File: src/rtl/reg_arbiter_if.sv
// Requester and register-file bus for reg_arbiter.
// The arbiter takes the slave view; the requesters and memory side take the master view.
interface reg_arbiter_if #(
  parameter int ADDR_WIDTH = 4,
  parameter int DATA_WIDTH = 16,
  parameter int NUM_REQ    = 3
);
  logic [NUM_REQ-1:0]            req;
  logic [NUM_REQ-1:0]            req_we;
  logic [NUM_REQ*ADDR_WIDTH-1:0] req_addr;
  logic [NUM_REQ*DATA_WIDTH-1:0] req_wdata;
  logic [NUM_REQ-1:0]            gnt;
  logic [NUM_REQ-1:0]            rvalid;
  logic [DATA_WIDTH-1:0]         rdata;
  logic                          mem_en;
  logic                          mem_we;
  logic [ADDR_WIDTH-1:0]         mem_addr;
  logic [DATA_WIDTH-1:0]         mem_wdata;
  logic [DATA_WIDTH-1:0]         mem_rdata;
  logic                          busy;

  modport slave (
    input  req, req_we, req_addr, req_wdata, mem_rdata,
    output gnt, rvalid, rdata, mem_en, mem_we, mem_addr, mem_wdata, busy
  );

  modport master (
    output req, req_we, req_addr, req_wdata, mem_rdata,
    input  gnt, rvalid, rdata, mem_en, mem_we, mem_addr, mem_wdata, busy
  );
endinterface

File: src/rtl/reg_arbiter.sv
// Register-file arbiter: host port 0 has priority with a starvation guard,
// ports 1..NUM_REQ-1 share round-robin; one access in flight at a time.
module reg_arbiter #(
  parameter int ADDR_WIDTH = 4,
  parameter int DATA_WIDTH = 16,
  parameter int NUM_REQ    = 3,
  parameter int HOST_MAX   = 4
) (
  input logic           clk,
  input logic           rst_n,
  reg_arbiter_if.slave  bus
);

  localparam int IDX_W = (NUM_REQ > 1) ? $clog2(NUM_REQ) : 1;
  localparam int CNT_W = $clog2(HOST_MAX + 1);
  localparam int NLOW  = (NUM_REQ > 1) ? NUM_REQ - 1 : 1;

  typedef enum logic [1:0] {IDLE, ACCESS, RWAIT, RESP} state_t;

  state_t                state_q, state_d;
  logic [IDX_W-1:0]      win_q, win_d;
  logic [IDX_W-1:0]      rr_q, rr_d;
  logic                  we_q, we_d;
  logic [ADDR_WIDTH-1:0] addr_q, addr_d;
  logic [DATA_WIDTH-1:0] wdata_q, wdata_d;
  logic [DATA_WIDTH-1:0] rdata_q, rdata_d;
  logic [CNT_W-1:0]      streak_q, streak_d;

  logic                  lowerPending;
  logic                  hostWins;
  logic                  rrFound;
  logic [IDX_W-1:0]      cand;
  logic [IDX_W-1:0]      rrPick;
  logic [IDX_W-1:0]      pick;

  // Winner selection; the round-robin scan only covers the non-host ports.
  always_comb begin
    lowerPending = |(bus.req & ~NUM_REQ'(1));
    hostWins     = bus.req[0] && ((streak_q < CNT_W'(HOST_MAX)) || !lowerPending);
    rrPick       = '0;
    rrFound      = 1'b0;
    cand         = '0;
    for (int k = 0; k < NUM_REQ - 1; k++) begin
      cand = IDX_W'(1 + ((int'(rr_q) - 1 + k) % NLOW));
      if (!rrFound && bus.req[cand]) begin
        rrPick  = cand;
        rrFound = 1'b1;
      end
    end
    pick = hostWins ? '0 : rrPick;
  end

  always_comb begin
    state_d       = state_q;
    win_d         = win_q;
    we_d          = we_q;
    addr_d        = addr_q;
    wdata_d       = wdata_q;
    rdata_d       = rdata_q;
    rr_d          = rr_q;
    streak_d      = lowerPending ? streak_q : '0;
    bus.gnt       = '0;
    bus.rvalid    = '0;
    bus.mem_en    = 1'b0;
    bus.mem_we    = we_q;
    bus.mem_addr  = addr_q;
    bus.mem_wdata = wdata_q;
    bus.rdata     = rdata_q;
    bus.busy      = (state_q != IDLE);

    unique case (state_q)
      IDLE: begin
        if (|bus.req) begin
          win_d   = pick;
          we_d    = bus.req_we[pick];
          addr_d  = bus.req_addr[int'(pick)*ADDR_WIDTH +: ADDR_WIDTH];
          wdata_d = bus.req_wdata[int'(pick)*DATA_WIDTH +: DATA_WIDTH];
          state_d = ACCESS;
          // The streak only counts host grants that made someone else wait.
          if (pick == '0) begin
            if (lowerPending && (streak_q != CNT_W'(HOST_MAX))) begin
              streak_d = streak_q + CNT_W'(1);
            end
          end else begin
            streak_d = '0;
            rr_d     = (int'(pick) + 1 >= NUM_REQ) ? IDX_W'(1) : pick + IDX_W'(1);
          end
        end
      end
      ACCESS: begin
        bus.gnt    = NUM_REQ'(1) << win_q;
        bus.mem_en = 1'b1;
        state_d    = we_q ? IDLE : RWAIT;
      end
      RWAIT: begin
        rdata_d = bus.mem_rdata;
        state_d = RESP;
      end
      RESP: begin
        bus.rvalid = NUM_REQ'(1) << win_q;
        state_d    = IDLE;
      end
      default: state_d = IDLE;
    endcase
  end

  always_ff @(posedge clk or negedge rst_n) begin
    if (!rst_n) begin
      state_q  <= IDLE;
      win_q    <= '0;
      we_q     <= 1'b0;
      addr_q   <= '0;
      wdata_q  <= '0;
      rdata_q  <= '0;
      rr_q     <= IDX_W'(1);
      streak_q <= '0;
    end else begin
      state_q  <= state_d;
      win_q    <= win_d;
      we_q     <= we_d;
      addr_q   <= addr_d;
      wdata_q  <= wdata_d;
      rdata_q  <= rdata_d;
      rr_q     <= rr_d;
      streak_q <= streak_d;
    end
  end

endmodule

File: src/flat_wrapper.sv
// flat-port wrapper written by rule: the top's interface ports become plain ports
module reg_arbiter_flat 
#(
  parameter int ADDR_WIDTH = 4,
  parameter int DATA_WIDTH = 16,
  parameter int NUM_REQ    = 3,
  parameter int HOST_MAX   = 4
)
  (clk, rst_n, bus_req, bus_req_we, bus_req_addr, bus_req_wdata, bus_mem_rdata, bus_gnt, bus_rvalid, bus_rdata, bus_mem_en, bus_mem_we, bus_mem_addr, bus_mem_wdata, bus_busy);
  reg_arbiter_if #(.ADDR_WIDTH(ADDR_WIDTH), .DATA_WIDTH(DATA_WIDTH), .NUM_REQ(NUM_REQ)) bus_i ();
  input logic clk;
  input logic rst_n;
  input wire logic [$bits(bus_i.req)-1:0] bus_req;
  input wire logic [$bits(bus_i.req_we)-1:0] bus_req_we;
  input wire logic [$bits(bus_i.req_addr)-1:0] bus_req_addr;
  input wire logic [$bits(bus_i.req_wdata)-1:0] bus_req_wdata;
  input wire logic [$bits(bus_i.mem_rdata)-1:0] bus_mem_rdata;
  output wire logic [$bits(bus_i.gnt)-1:0] bus_gnt;
  output wire logic [$bits(bus_i.rvalid)-1:0] bus_rvalid;
  output wire logic [$bits(bus_i.rdata)-1:0] bus_rdata;
  output wire logic [$bits(bus_i.mem_en)-1:0] bus_mem_en;
  output wire logic [$bits(bus_i.mem_we)-1:0] bus_mem_we;
  output wire logic [$bits(bus_i.mem_addr)-1:0] bus_mem_addr;
  output wire logic [$bits(bus_i.mem_wdata)-1:0] bus_mem_wdata;
  output wire logic [$bits(bus_i.busy)-1:0] bus_busy;
  assign bus_i.req = bus_req;
  assign bus_i.req_we = bus_req_we;
  assign bus_i.req_addr = bus_req_addr;
  assign bus_i.req_wdata = bus_req_wdata;
  assign bus_i.mem_rdata = bus_mem_rdata;
  assign bus_gnt = bus_i.gnt;
  assign bus_rvalid = bus_i.rvalid;
  assign bus_rdata = bus_i.rdata;
  assign bus_mem_en = bus_i.mem_en;
  assign bus_mem_we = bus_i.mem_we;
  assign bus_mem_addr = bus_i.mem_addr;
  assign bus_mem_wdata = bus_i.mem_wdata;
  assign bus_busy = bus_i.busy;
  reg_arbiter #(.ADDR_WIDTH(ADDR_WIDTH), .DATA_WIDTH(DATA_WIDTH), .NUM_REQ(NUM_REQ), .HOST_MAX(HOST_MAX)) u_core (.clk(clk), .rst_n(rst_n), .bus(bus_i));
endmodule
File: config.mk
export PLATFORM = sky130hd
export DESIGN_NAME = reg_arbiter_flat
export DESIGN_NICKNAME = d
export VERILOG_FILES = /design/src/rtl/reg_arbiter_if.sv /design/src/rtl/reg_arbiter.sv /design/src/flat_wrapper.sv
export SDC_FILE = /design/constraint.sdc
export NUM_CORES = 1
export LEC_CHECK = 0
export CAP_MARGIN = 20
export CORE_ASPECT_RATIO = 0.9
export CORE_UTILIZATION = 40
export CTS_BUF_LIST = sky130_fd_sc_hd__clkbuf_16
export DETAILED_ROUTE_END_ITERATION = 16
export PLACE_DENSITY_LB_ADDON = 0.3
export SLEW_MARGIN = 10
export SYNTH_ARGS = -nofsm -noshare
export SYNTH_HDL_FRONTEND = slang
export SYNTH_SLANG_ARGS = --single-unit
File: constraint.sdc
create_clock -name clk -period 3.1 [get_ports clk]
set_clock_uncertainty 0.1 [all_clocks]
set_input_delay 0.31 -clock clk [delete_from_list [all_inputs] [get_ports clk]]
set_output_delay 0.31 -clock clk [all_outputs]
set_load 0.005 [all_outputs]
==> flow_results.xml <==
<?xml version="1.0" encoding="UTF-8"?>
<metrics>
  <group name="run_status">
    <metric name="run_status" unit="">finished clean</metric>
  </group>
  <group name="grt">
    <metric name="grt_first_pass_wirelength" unit="mm">11.3</metric>
    <metric name="global_route.usage.total" unit="">0.216</metric>
    <metric name="vias_in_the_first_global_route" unit="">2366</metric>
    <metric name="grt.met1_usage" unit="">0.261</metric>
    <metric name="globalRouteOverflowTotal" unit="">0</metric>
    <metric name="pin_count_of_the_biggest_net_entering_global_routing" unit="">47</metric>
    <metric name="global_route.peak_usage_layer" unit="">met2</metric>
    <metric name="grt_util_met2" unit="">0.394</metric>
    <metric name="globalRouteMet3Util" unit="">0.0410</metric>
    <metric name="initial_antenna_violation_count" unit="">0</metric>
  </group>
  <group name="placement">
    <metric name="place_hpwl" unit="mm">5.19</metric>
    <metric name="place.gp.congestion" unit="">0.761</metric>
    <metric name="io_buffers" unit="">128</metric>
    <metric name="post_dp_cell_area" unit="um^2">3860</metric>
    <metric name="placed_cells" unit="">461</metric>
    <metric name="post-place-ws" unit="ns">0.453</metric>
  </group>
  <group name="floorplanning">
    <metric name="effective_utilization_at_floorplan" unit="">0.418</metric>
    <metric name="die-width" unit="um">86.5</metric>
    <metric name="floorplan.die.height" unit="um">78.0</metric>
    <metric name="core_region" unit="um^2">6150</metric>
    <metric name="floorplan.die_area" unit="um^2">6750</metric>
    <metric name="rows" unit="">27</metric>
    <metric name="design.portCount" unit="">129</metric>
  </group>
  <group name="clock_tree">
    <metric name="num_cts_buffers" unit="">5</metric>
    <metric name="cts_tree" unit="">done</metric>
    <metric name="cts.repair_timing.setup_buffer_count" unit="">0</metric>
    <metric name="clk_latency" unit="ns">0.28</metric>
    <metric name="cts.reportedPaths.clkPinSlew" unit="ns">0.07</metric>
    <metric name="cts_root_buffer" unit="">sky130_fd_sc_hd__clkbuf_16</metric>
    <metric name="cts-htree-levels" unit="">2</metric>
    <metric name="cts_max_path_buffers" unit="">2</metric>
    <metric name="clkSinkCount" unit="">46</metric>
  </group>
  <group name="worst_setup_path">
    <metric name="worstSetupEndpointType" unit="">flip-flop</metric>
    <metric name="worst_path_class_setup" unit="">flip-flop to flip-flop</metric>
    <metric name="crit_fanout" unit="">27</metric>
    <metric name="sort_of_element_at_the_start_of_the_critical_path" unit="">flip-flop</metric>
    <metric name="critPathRequiredTime" unit="ns">3.18</metric>
    <metric name="setup.reg_to_reg.worst_slack" unit="ns">0.70</metric>
    <metric name="critPathArrivalTime" unit="ns">2.48</metric>
  </group>
  <group name="logic_synthesis">
    <metric name="syn_avg_cell_area" unit="um^2">9.81</metric>
    <metric name="post_synth_most_frequent_cells" unit="">45 x sky130_fd_sc_hd__dfrtp_1, 29 x sky130_fd_sc_hd__nor2_1, 26 x sky130_fd_sc_hd__nand2_1, 25 x sky130_fd_sc_hd__inv_1, 21 x sky130_fd_sc_hd__o31ai_1</metric>
    <metric name="netlist_instances" unit="">262</metric>
    <metric name="synth.mux.area_fraction" unit="">0.0740</metric>
    <metric name="synth-adder-area-share" unit="">0.00974</metric>
    <metric name="yosys-top-cells-area" unit="">sky130_fd_sc_hd__dfrtp_1 44%, sky130_fd_sc_hd__mux2_2 7.0%, sky130_fd_sc_hd__o31ai_1 6.1%, sky130_fd_sc_hd__a211oi_1 5.8%, sky130_fd_sc_hd__nor2_1 4.2%</metric>
    <metric name="synth_edf_count" unit="">0</metric>
    <metric name="ys_seq_area_frac" unit="">0.448</metric>
    <metric name="synth_top_family_by_area" unit="">compound AO/OA/AOI/OAI gates</metric>
    <metric name="synth_fp_nets" unit="">348</metric>
    <metric name="synth_compound_gate_area_share" unit="">0.251</metric>
    <metric name="asyncSetResetFlopFracSynth" unit="">1.00</metric>
    <metric name="synth-xor-area-share" unit="">0</metric>
    <metric name="synth_simple_gate_area_frac" unit="">0.120</metric>
    <metric name="postSynthRegisterBits" unit="">46</metric>
    <metric name="syn-cell-area" unit="um^2">2570</metric>
    <metric name="yosysTopAreaCellShare" unit="">0.438</metric>
    <metric name="most_frequent_cell_after_synthesis" unit="">sky130_fd_sc_hd__dfrtp_1</metric>
    <metric name="post-synth-top-area-cell" unit="">sky130_fd_sc_hd__dfrtp_1</metric>
    <metric name="synthDistinctLibCells" unit="">43</metric>
    <metric name="synth_flop_cell" unit="">sky130_fd_sc_hd__dfrtp_1</metric>
    <metric name="ys.warnings.count" unit="">0</metric>
  </group>
  <group name="power">
    <metric name="ir_drop" unit="mV">0.347</metric>
    <metric name="power_per_cell_area" unit="nW/um^2">806</metric>
    <metric name="power.leakage" unit="uW">0.00167</metric>
  </group>
  <group name="cells_and_area">
    <metric name="finalNetCount" unit="">469</metric>
    <metric name="final_instance_area" unit="um^2">4030</metric>
    <metric name="antennaDiodeCount" unit="">0</metric>
    <metric name="drive_gt1_frac" unit="">0.109</metric>
    <metric name="area.growth.synth_to_final" unit="%">56.8</metric>
    <metric name="stdcell_count" unit="">471</metric>
  </group>
  <group name="timing">
    <metric name="timing.final.ws_setup" unit="ns">0.697</metric>
    <metric name="timing.final.hold_violations" unit="">0</metric>
    <metric name="drv_slew" unit="">0</metric>
    <metric name="final.setup.tns" unit="ns">0</metric>
    <metric name="worstMarginPinSlew" unit="ns">0.922</metric>
    <metric name="rsz0062_at_grt" unit="">false</metric>
    <metric name="final_period_minus_worst_setup_slack" unit="ns">2.40</metric>
    <metric name="max_slew_margin" unit="">0.385</metric>
    <metric name="final-setup-viol-count" unit="">0</metric>
    <metric name="hold_ws" unit="ns">0.374</metric>
    <metric name="achievable-frequency" unit="MHz">416</metric>
    <metric name="finalCritPeriodShare" unit="">0.775</metric>
  </group>
  <group name="min_path">
    <metric name="worst_hold_path_type" unit="">flip-flop to flip-flop</metric>
  </group>
  <group name="detailed_routing">
    <metric name="drt-pass1-iter-count" unit="">4</metric>
    <metric name="detail_route.wirelength" unit="mm">7.13</metric>
    <metric name="num_vias" unit="">2430</metric>
    <metric name="drt_iter0_markers" unit="">95</metric>
    <metric name="drcViolationCount" unit="">0</metric>
    <metric name="viasPerCell" unit="">5.16</metric>
    <metric name="detail_route.wl_per_cell" unit="um">15.1</metric>
    <metric name="detail-route-antenna-nets" unit="">0</metric>
  </group>
  <group name="run">
    <metric name="cap_violations" unit="">0</metric>
  </group>
</metrics>
-- repair_timing --
action,4_1_cts,5_1_grt
endpoints found under the hold margin,0,17
resized for setup,0,0
endpoints found under the setup margin,0,0
hold buffers,0,1
-- power breakdown --
part / switching [uW] / internal [uW] / total [uW]
clock network: 224 / 296 / 520
logic: 683 / 950 / 1630
registers: 190 / 904 / 1090
total: 1100 / 2150 / 3250
-- worst max-delay path: stages, from the launching register on --
cell                       delay (ns)
sky130_fd_sc_hd__dfstp_2         0.58
sky130_fd_sc_hd__nand2b_4        0.28
sky130_fd_sc_hd__a211o_1         0.78
sky130_fd_sc_hd__a41oi_1         0.26
sky130_fd_sc_hd__o32ai_1         0.29
-- layout by cell type, fill, tap and decap left out, drive strengths merged, types with 4 or more instances in the layout --
cell	n
a2111oi	21
a211oi	21
buf	8
clkbuf	5
clkdlybuf4s50	127
dfrtp	45
inv	27
mux2	16
nand2	26
nand2b	6
nor2	29
nor3	4
o21ai	4
o31ai	21
-- metrics by stage --
stage | power, uW | util
floorplan | 1940 | -
global placement | 2690 | 0.627
detailed placement | 2760 | 0.627
CTS | 3280 | 0.650
global route | 3480 | 0.655
finish | 3250 | 0.655
-- routing by layer --
metal	vias to the layer above	wire [um]
met1	1165	2940
met3	7	338
li1	1186	-
met5	-	0
met4	0	83
met2	72	3770
-- final cells by class --
type                    count  area (um^2)
fillers                   525         2120
repair buffers            136         1350
multi-input cells         168         1180
flip-flops and latches     46         1150
clock buffers               5          125
well taps                  87          109
inverters                  26         97.6
clock inverters             3         17.5
-- sequential cells by signal, indices dropped and copies added (netlist names), named ones only --
signal and flops:
u_core.state_q 1, u_core.bus.mem_addr 4, u_core.bus.rdata 16, u_core.bus.mem_wdata 16, u_core.rr_q 2, u_core.bus.mem_we 1
u_core.streak_q 3, u_core.win_q 2
-- cells by family (layout without fill, tap and decap cells) --
family          after synthesis  in the layout
fa+ha+maj                     2              2
mux                          17             17
simple gates                 70             70
compound gates               79             79
flops                        46             46
buf+inv                      48            170
-- worst paths after layout --
path,start,to,depth (start not counted)
setup / recovery,u_core.rr_q[0]$_DFFE_PN1P_,u_core.streak_q[1]$_DFF_PN0_,4
hold reg to reg,u_core.bus.mem_addr[2]$_DFFE_PN0P_,u_core.bus.mem_addr[2]$_DFFE_PN0P_,2
setup reg to reg,u_core.rr_q[0]$_DFFE_PN1P_,u_core.streak_q[1]$_DFF_PN0_,4
min in group asynchronous,rst_n,u_core.bus.mem_wdata[15]$_DFFE_PN0P_,2
hold / removal,u_core.bus.mem_addr[2]$_DFFE_PN0P_,u_core.bus.mem_addr[2]$_DFFE_PN0P_,2
max in group asynchronous,rst_n,u_core.bus.mem_wdata[3]$_DFFE_PN0P_,3
Power figures use the tool's default switching activity.
